<file path="src/rtl/liteeth_sram_fifo_ctrl.sv">
// liteeth_sram_fifo_ctrl: 384x32 SRAM-backed valid/ready FIFO (rw0 = write, r0 = read) with a 2-entry output stage hiding the 1-cycle read latency; optional LITEETH_SRAM_FIFO_WATERMARK_EN adds registered almost_full/almost_empty
module liteeth_sram_fifo_ctrl #(
  parameter int BITS        = 32,
  parameter int DEPTH       = 384,
  parameter int ADDR_WIDTH  = 9,
  parameter int LEVEL_WIDTH = 10,
  parameter int AF_MARGIN   = 8,
  parameter int AE_MARGIN   = 8
) (
  input  logic                   sys_clk,
  input  logic                   sys_rst,
  input  logic                   sink_valid,
  output logic                   sink_ready,
  input  logic [BITS-1:0]        sink_data,
  output logic                   source_valid,
  input  logic                   source_ready,
  output logic [BITS-1:0]        source_data,
  output logic [LEVEL_WIDTH-1:0] level,
  output logic                   rw0_ce_in,
  output logic                   rw0_we_in,
  output logic [ADDR_WIDTH-1:0]  rw0_addr_in,
  output logic [BITS-1:0]        rw0_wd_in,
  output logic                   r0_ce_in,
  output logic [ADDR_WIDTH-1:0]  r0_addr_in,
`ifdef LITEETH_SRAM_FIFO_WATERMARK_EN
  output logic                   almost_full,
  output logic                   almost_empty,
`endif
  input  logic [BITS-1:0]        r0_rd_out
);
  logic [ADDR_WIDTH-1:0] wr_ptr_q, wr_ptr_d, rd_ptr_q, rd_ptr_d;
  logic [LEVEL_WIDTH-1:0] mem_count_q, mem_count_d;
  logic inflight_q, push, pop, issue;
  logic [1:0] stage_count_q, stage_count_d, keep;
  logic [BITS-1:0] stage0_q, stage0_d, stage1_q, stage1_d;
  always_comb begin
    sink_ready = !sys_rst && mem_count_q != LEVEL_WIDTH'(DEPTH);
    push = sink_valid && sink_ready;
    source_valid = stage_count_q != 2'd0;
    source_data = stage0_q;
    pop = source_valid && source_ready;
    keep = stage_count_q - {1'b0, pop};
    stage_count_d = keep + {1'b0, inflight_q};
    // stage_count_d is the occupancy once this cycle's pop and capture land,
    // so a new read is only launched when it is guaranteed a free slot.
    issue = !sys_rst && mem_count_q != '0 && !stage_count_d[1];
    stage0_d = (inflight_q && keep == 2'd0) ? r0_rd_out : pop ? stage1_q : stage0_q;
    stage1_d = (inflight_q && keep != 2'd0) ? r0_rd_out : stage1_q;
    mem_count_d = mem_count_q + LEVEL_WIDTH'(push) - LEVEL_WIDTH'(issue);
    wr_ptr_d = !push ? wr_ptr_q : wr_ptr_q == ADDR_WIDTH'(DEPTH - 1) ? '0 : wr_ptr_q + ADDR_WIDTH'(1);
    rd_ptr_d = !issue ? rd_ptr_q : rd_ptr_q == ADDR_WIDTH'(DEPTH - 1) ? '0 : rd_ptr_q + ADDR_WIDTH'(1);
    rw0_ce_in = push;
    rw0_we_in = push;
    rw0_addr_in = wr_ptr_q;
    rw0_wd_in = sink_data;
    r0_ce_in = issue;
    r0_addr_in = rd_ptr_q;
    level = mem_count_q + LEVEL_WIDTH'(inflight_q) + LEVEL_WIDTH'(stage_count_q);
  end
  always_ff @(posedge sys_clk) begin
    if (sys_rst) begin
      wr_ptr_q <= '0;
      rd_ptr_q <= '0;
      mem_count_q <= '0;
      inflight_q <= 1'b0;
      stage_count_q <= 2'd0;
      stage0_q <= '0;
      stage1_q <= '0;
    end else begin
      wr_ptr_q <= wr_ptr_d;
      rd_ptr_q <= rd_ptr_d;
      mem_count_q <= mem_count_d;
      inflight_q <= issue;
      stage_count_q <= stage_count_d;
      stage0_q <= stage0_d;
      stage1_q <= stage1_d;
    end
  end
`ifdef LITEETH_SRAM_FIFO_WATERMARK_EN
  always_ff @(posedge sys_clk) begin
    if (sys_rst) begin
      almost_full <= 1'b0;
      almost_empty <= 1'b1;
    end else begin
      almost_full <= level >= LEVEL_WIDTH'(DEPTH + 2 - AF_MARGIN);
      almost_empty <= level <= LEVEL_WIDTH'(AE_MARGIN);
    end
  end
`endif
endmodule
</file>
<file path="config.mk">
export PLATFORM = sky130hd
export DESIGN_NAME = liteeth_sram_fifo_ctrl
export DESIGN_NICKNAME = d
export VERILOG_FILES = /design/src/rtl/liteeth_sram_fifo_ctrl.sv
export SDC_FILE = /design/constraint.sdc
export NUM_CORES = 1
export LEC_CHECK = 0
export CORE_UTILIZATION = 35
export CTS_BUF_LIST = sky130_fd_sc_hd__clkbuf_4 sky130_fd_sc_hd__clkbuf_8
export DETAILED_ROUTE_END_ITERATION = 6
export GPL_TIMING_DRIVEN = 0
export PLACE_DENSITY_LB_ADDON = 0.08
export RECOVER_POWER = 50
export SYNTH_ARGS = -nofsm -noshare
export SYNTH_HDL_FRONTEND = slang
export SYNTH_SLANG_ARGS = --single-unit
</file>
<file path="constraint.sdc">
create_clock -name sys_clk -period 5.2 [get_ports sys_clk]
set_clock_uncertainty 0.15 [all_clocks]
set_input_delay 1.04 -clock sys_clk [delete_from_list [all_inputs] [get_ports sys_clk]]
set_output_delay 1.04 -clock sys_clk [all_outputs]
set_load 0.02 [all_outputs]
</file>
# After elaboration in Yosys (flattened, before gate mapping)
# Cells that the tools add are included.
[classes]
n_addsub = 8
eq_ne = 3
mux = 4
n_reduce_logical = 14
[op_table]
columns = ["cell", "n"]
rows = [
  ["32-bit 2-to-1 mux", 2],
  ["10-bit by 1-bit adder with 10-bit output", 2],
  ["9-bit by 1-bit adder with 9-bit output, second input constant", 2],
  ["9-bit equality test, second input constant", 2],
  ["9-bit 2-to-1 mux", 2],
  ["10-bit by 2-bit adder with 10-bit output", 1],
  ["10-bit by 9-bit inequality test with 1-bit output, second input constant", 1],
  ["10-bit nonzero test", 1],
  ["10-bit by 1-bit subtractor with 10-bit output", 1],
  ["1-bit logical AND", 7],
  ["2-bit nonzero test", 3],
  ["2-bit by 1-bit adder with 2-bit output", 1],
  ["1-bit zero test", 2],
  ["2-bit zero test", 1],
  ["2-bit by 1-bit subtractor with 2-bit output", 1],
]
[totals]
ff_bits = 95
out_inout_bits = 97

# Depth between registers and ports, before layout
[logic_depth]
word_depth = 7
mapped_depth = 20
depth_no_buf = 19

# Worst setup path after synthesis
# Ideal clock, no wire load.
[synth_timing]
path_kind = "input port to flip-flop"
from = "input port source_ready"
to = "register mem_count_q[8]"
setup_ns = 0.128
arrival_ns = 4.545
path_slack_ns = 0.377
path_stages = 19
n_path_buf = 1
cell_sequence = "nand2_2 > buf_6 > inv_1 > ha_1 > inv_1 > ha_1 > xnor3_2 > o41ai_4 > nor2_1 > ha_1 > inv_1 > ha_1 > inv_1 > fa_1 > nand2b_1 > a2111oi_0 > o31ai_1 > xor2_1 > nor2_1"
[synth_between]
elab_chain_len = 6
[synth_lines]
columns = ["item", "line", "text"]
rows = [
  ["from (decl)", "16", "input logic source_ready,"],
  ["1-bit logical AND", "41", "pop = source_valid && source_ready;"],
  ["2-bit by 1-bit subtractor with 2-bit output", "42", "keep = stage_count_q - {1'b0, pop};"],
  ["2-bit by 1-bit adder with 2-bit output", "43", "stage_count_d = keep + {1'b0, inflight_q};"],
  ["1-bit zero test", "46", "issue = !sys_rst && mem_count_q != '0 && !stage_count_d[1];"],
  ["1-bit logical AND", "46", ""],
  ["via r0_ce_in", "23", "output logic r0_ce_in,"],
  ["10-bit by 1-bit subtractor with 10-bit output", "49", "mem_count_d = mem_count_q + LEVEL_WIDTH'(push) - LEVEL_WIDTH'(issue);"],
  ["to (signal assigned)", "72", "mem_count_q <= mem_count_d;"],
  ["to (decl)", "32", "logic [LEVEL_WIDTH-1:0] mem_count_q, mem_count_d;"],
]
# The timed path passes the listed nets, and every way through them passes these cells.
# A chain may end at the register's enable or synchronous reset.

# Final worst setup path
[layout_timing]
from = "input port source_ready"
to = "output port r0_ce_in"
[layout_between]
elab_chain_len = 5
[layout_lines]
columns = ["item", "line"]
rows = [
  ["1-bit logical AND", "41"],
  ["2-bit by 1-bit subtractor with 2-bit output", "42"],
  ["2-bit by 1-bit adder with 2-bit output", "43"],
  ["1-bit zero test", "46"],
  ["1-bit logical AND", "46"],
  ["to (decl)", "23"],
]
# Every way passes these cells.

==> results <==
- The share of synthesized area in the top cell type comes to 39.41%.
- The root buffer cell is sky130_fd_sc_hd__clkbuf_8.
- The worst-case headroom to the max-slew limit is 59.79%.
- After filler insertion, the fill cell instance count of the layout stands at around 1.3k.
- Global routing finished with a remaining overflow of 0.
- The total power is 0.003707 W.
- STA classifies the critical path endpoint as an output port.
- The instance area after placement is roughly 6400 µm².
- The launching instance or port of the critical path is source_ready.
- After synthesis, flip-flops and latches occupy between 30% and 40% of the total area.
- The number of failing setup endpoints in the final timing report is 0.
- The worst-case IR drop observed on VDD is about 0.00032 V.
- Summed over all cells, the static leakage comes to roughly 2.9 nW.
- The finished cells cover roughly 6600 µm².
- The number of clock sinks is 95.
- The number of flops mapped to enable cells by yosys is 0.
- The later pin in the worst-skew pair is clocked with a latency of about 380 ps.
- Of all nets on the critical path, the largest fanout is 10.
- The clock period minus worst slack is just under 5000 ps.
- The sequential cell area is roughly 1900 µm².
- The pin count of the biggest net entering global routing is 19.
- The floorplan die area is between 10000 and 15000 µm².
- The final wirelength is between 10000 and 15000 µm.
- The fraction of final layout cells with drive strength greater than 1 is 10.19%.
- The max-slew violation count is 0.
- The first TritonRoute pass finished after 4 iterations.
- A synthesized cell averages 8.774 µm².
- The number of cells on the worst reg-to-reg path is 20.
- The path type of the worst min-delay path is reg2reg.
- During placement, the flow inserted port buffers numbering 131.
- The start point of the worst hold path is stage1_q[1].
- The height of the die is ~120 µm.
- After the first detailed-routing iteration, the DRC count stood at around 200.
- The share of flip-flops with an asynchronous set or reset is 0%.
- The first-pass GRT wire length is about 20000 µm.
- Derived from the worst setup path, the maximum achievable clock frequency is 202.1 MHz.
- The number of global-route vias before repair is approximately 4.1k.
- The mapped netlist covers around 4800 µm².
- The count of final hold-check violations is 0.
- The top cell type by total area after synthesis is sky130_fd_sc_hd__dfxtp_1.
- The startpoint identified for the worst register-to-register timing path is stage_count_q[1].
- The worst setup path is launched from an input port.
- STA puts the critical path data required time at roughly 4000 ps.
- The category of the critical setup timing path is in2out.
- In this run the horizontal extent of the chip is 119.4 µm.
- The antenna diode count is 0.
- The core region is ~13000 µm².
- In this run the number of H-tree levels came out at 3.
- The slew at the pin closest to its max-slew limit is approximately 600 ps.
- Hold timing on the final database bottoms out at a slack of approximately 310 ps.
- The number of antenna violations at the first check in global routing is 0.
- The starting density of the core is 36.15%.
- Counting every net in the synthesized netlist gives 648.
- The run finished with clean final reports.
- The number of distinct library cell variants in the gate-level netlist after synthesis is 42.
- The final routed wire length divided by cell count is 13.79 µm.
- The arrival time reported for the critical path endpoint is approximately 3800 ps.
- After clock tree synthesis, the clock-pin slew on the worst setup and hold paths is 100 ps.
- Setup repair after global routing left no endpoint under its margin.
- After detailed routing, the number of remaining DRC violations is 0.
- In the final design database the tool counted between 700 and 800 nets.
- The total of warnings raised by yosys is 0.
- In this run the power density over the cells is roughly 560 nW/µm².
- In the routed layout, each cell is associated on average with a via count of 4.762.
- The sum of negative setup slack is 0 ps.
- The number of clock buffers added by TritonCTS is 9.
- After layout, the worst setup slack is approximately 250 ps.
- The reported max-cap violation count is 0.
- The final weighted congestion of routability-driven global placement is roughly 0.85.
- The commonest register cell after synthesis is sky130_fd_sc_hd__dfxtp_1.
- The register bit count reported by yosys is 95.
- Sorting the synthesized cells by area gives the leading types as sky130_fd_sc_hd__dfxtp_1, sky130_fd_sc_hd__mux2i_1, sky130_fd_sc_hd__ha_1, sky130_fd_sc_hd__nand2_1, sky130_fd_sc_hd__buf_4.
- Across every metal layer, demand over resource in global routing totals between 10% and 20%.
- The routed layout has 4157 vias.
- In this run the remaining antenna-violating nets after routing total 0.
- After layout, the worst path uses between 90% and 100% of the clock period.
- The buffer depth of the longest clock path is 2.
- The TritonCTS clock tree is built.
- The library cell used most frequently in the layout, excluding fill and tap cells, is sky130_fd_sc_hd__dfxtp_1.
- The cell row count is between 40 and 50.
- Summing all multi-input logic gate instances after layout gives approximately 2500 µm².
- The worst hold path was traced through 2 stages.
- Leaving out fill and tap cells, the most frequent cells in the layout are sky130_fd_sc_hd__dfxtp_1, sky130_fd_sc_hd__dlygate4sd3_1, sky130_fd_sc_hd__nand2_1.
- Before CTS, the worst setup slack after placement is -466.6 ps.
- The synthesized netlist cell count is 550.
- The total half-perimeter wirelength after legalization and detailed placement is ~9000 µm.
- From synthesis to final layout, the design area changed by 36.12%.
- The count of pins on the block boundary is 165.
==> worst max-delay path, cell delays in order <==
cell and delay (ps):
sky130_fd_sc_hd__clkdlybuf4s50_1 450, sky130_fd_sc_hd__nand2_2 200, sky130_fd_sc_hd__buf_6 210, sky130_fd_sc_hd__inv_1 60, sky130_fd_sc_hd__ha_1 320, sky130_fd_sc_hd__inv_1 50, sky130_fd_sc_hd__ha_1 180, sky130_fd_sc_hd__xnor3_2 280
sky130_fd_sc_hd__o41ai_4 160, sky130_fd_sc_hd__nor2_2 170, sky130_fd_sc_hd__clkdlybuf4s50_1 630
==> final timing paths <==
kind / to / slack, ps
max: r0_ce_in / 250
min: stage1_q[1] / 310
max reg2reg: mem_count_q[8] / 650
min reg2reg: stage1_q[1] / 310
==> what timing repair did <==
action / in CTS / in global routing
hold buffers: 0 / 0
resized for setup: 1 / 2
pin swaps: 0 / 0
endpoints found under the setup margin: 1 / 2
setup buffers: 0 / 0
==> layout make-up <==
| cell class | count | share of cell area (%) |
|---|---|---|
| well taps | 176 | 3.352 |
| plain buffers | 60 | 5.771 |
| inverters | 23 | 1.314 |
| clock buffers | 9 | 1.886 |
| clock inverters | 7 | 1.352 |
| multi-input cells | 372 | 37.41 |
| flip-flops and latches | 95 | 28.95 |
| repair buffers | 131 | 19.96 |
==> metrics by stage <==
| stage | cells | util, % |
|---|---|---|
| after floorplan | 550 | - |
| after global placement | 857 | 47.63 |
| after detailed placement | 857 | 47.63 |
| after CTS | 873 | 49.23 |
| after global routing | 873 | 49.21 |
| final | 873 | 49.21 |
==> synth_stat cells (2+ instances only) <==
cell / count
sky130_fd_sc_hd__mux2_2: 2
sky130_fd_sc_hd__clkbuf_1: 17
sky130_fd_sc_hd__inv_1: 23
sky130_fd_sc_hd__fa_1: 3
sky130_fd_sc_hd__buf_6: 3
sky130_fd_sc_hd__and3_1: 3
sky130_fd_sc_hd__a221o_1: 2
sky130_fd_sc_hd__nand2b_1: 2
sky130_fd_sc_hd__buf_4: 34
sky130_fd_sc_hd__nor3_1: 5
sky130_fd_sc_hd__o21ai_0: 2
sky130_fd_sc_hd__a31oi_1: 3
sky130_fd_sc_hd__ha_1: 27
sky130_fd_sc_hd__xor2_1: 11
sky130_fd_sc_hd__or2_2: 2
sky130_fd_sc_hd__nor2_1: 64
sky130_fd_sc_hd__xnor2_1: 14
sky130_fd_sc_hd__nand3_1: 8
sky130_fd_sc_hd__or3_1: 2
sky130_fd_sc_hd__nand4_1: 7
sky130_fd_sc_hd__buf_2: 6
sky130_fd_sc_hd__a211oi_1: 32
sky130_fd_sc_hd__mux2i_1: 36
sky130_fd_sc_hd__a21oi_1: 43
sky130_fd_sc_hd__nor2b_1: 7
sky130_fd_sc_hd__a21o_1: 2
sky130_fd_sc_hd__nand2_1: 81
sky130_fd_sc_hd__dfxtp_1: 95
==> sequential cells by signal, summed over array words and instances, names as in the netlist <==
name,cells
mem_count_q,10
source_data,32
stage1_q,32
rw0_addr_in,9
r0_addr_in,9
inflight_q,1
stage_count_q,2
==> metal layers <==
layer  share of wire (%)  vias to the layer above  track usage (%)
met5                   0                        -                0
met4                0.68                        0            3.750
met3                 4.9                        5            5.316
met2                  49                      110            30.20
met1                  45                     1932            21.70
li1                    -                     2110                -
==> report_power, final <==
group | switching (W) | leakage (nW) | internal [W]
combinational | 0.00114 | 2.00 | 0.000907
sequential | 0.000169 | 0.777 | 0.000965
clock | 0.000292 | 0.106 | 0.000235
==> cells by family after synthesis <==
family          count (synthesis)  synth area share, %
flops                          95                39.41
compound gates                 93                12.96
simple gates                  185                16.70
buf+inv                        83                9.722
fa+ha+maj                      30                8.245
xor+xnor                       26                5.030
mux                            38                7.934
Note: power is estimated with default switching activity, not from simulation.
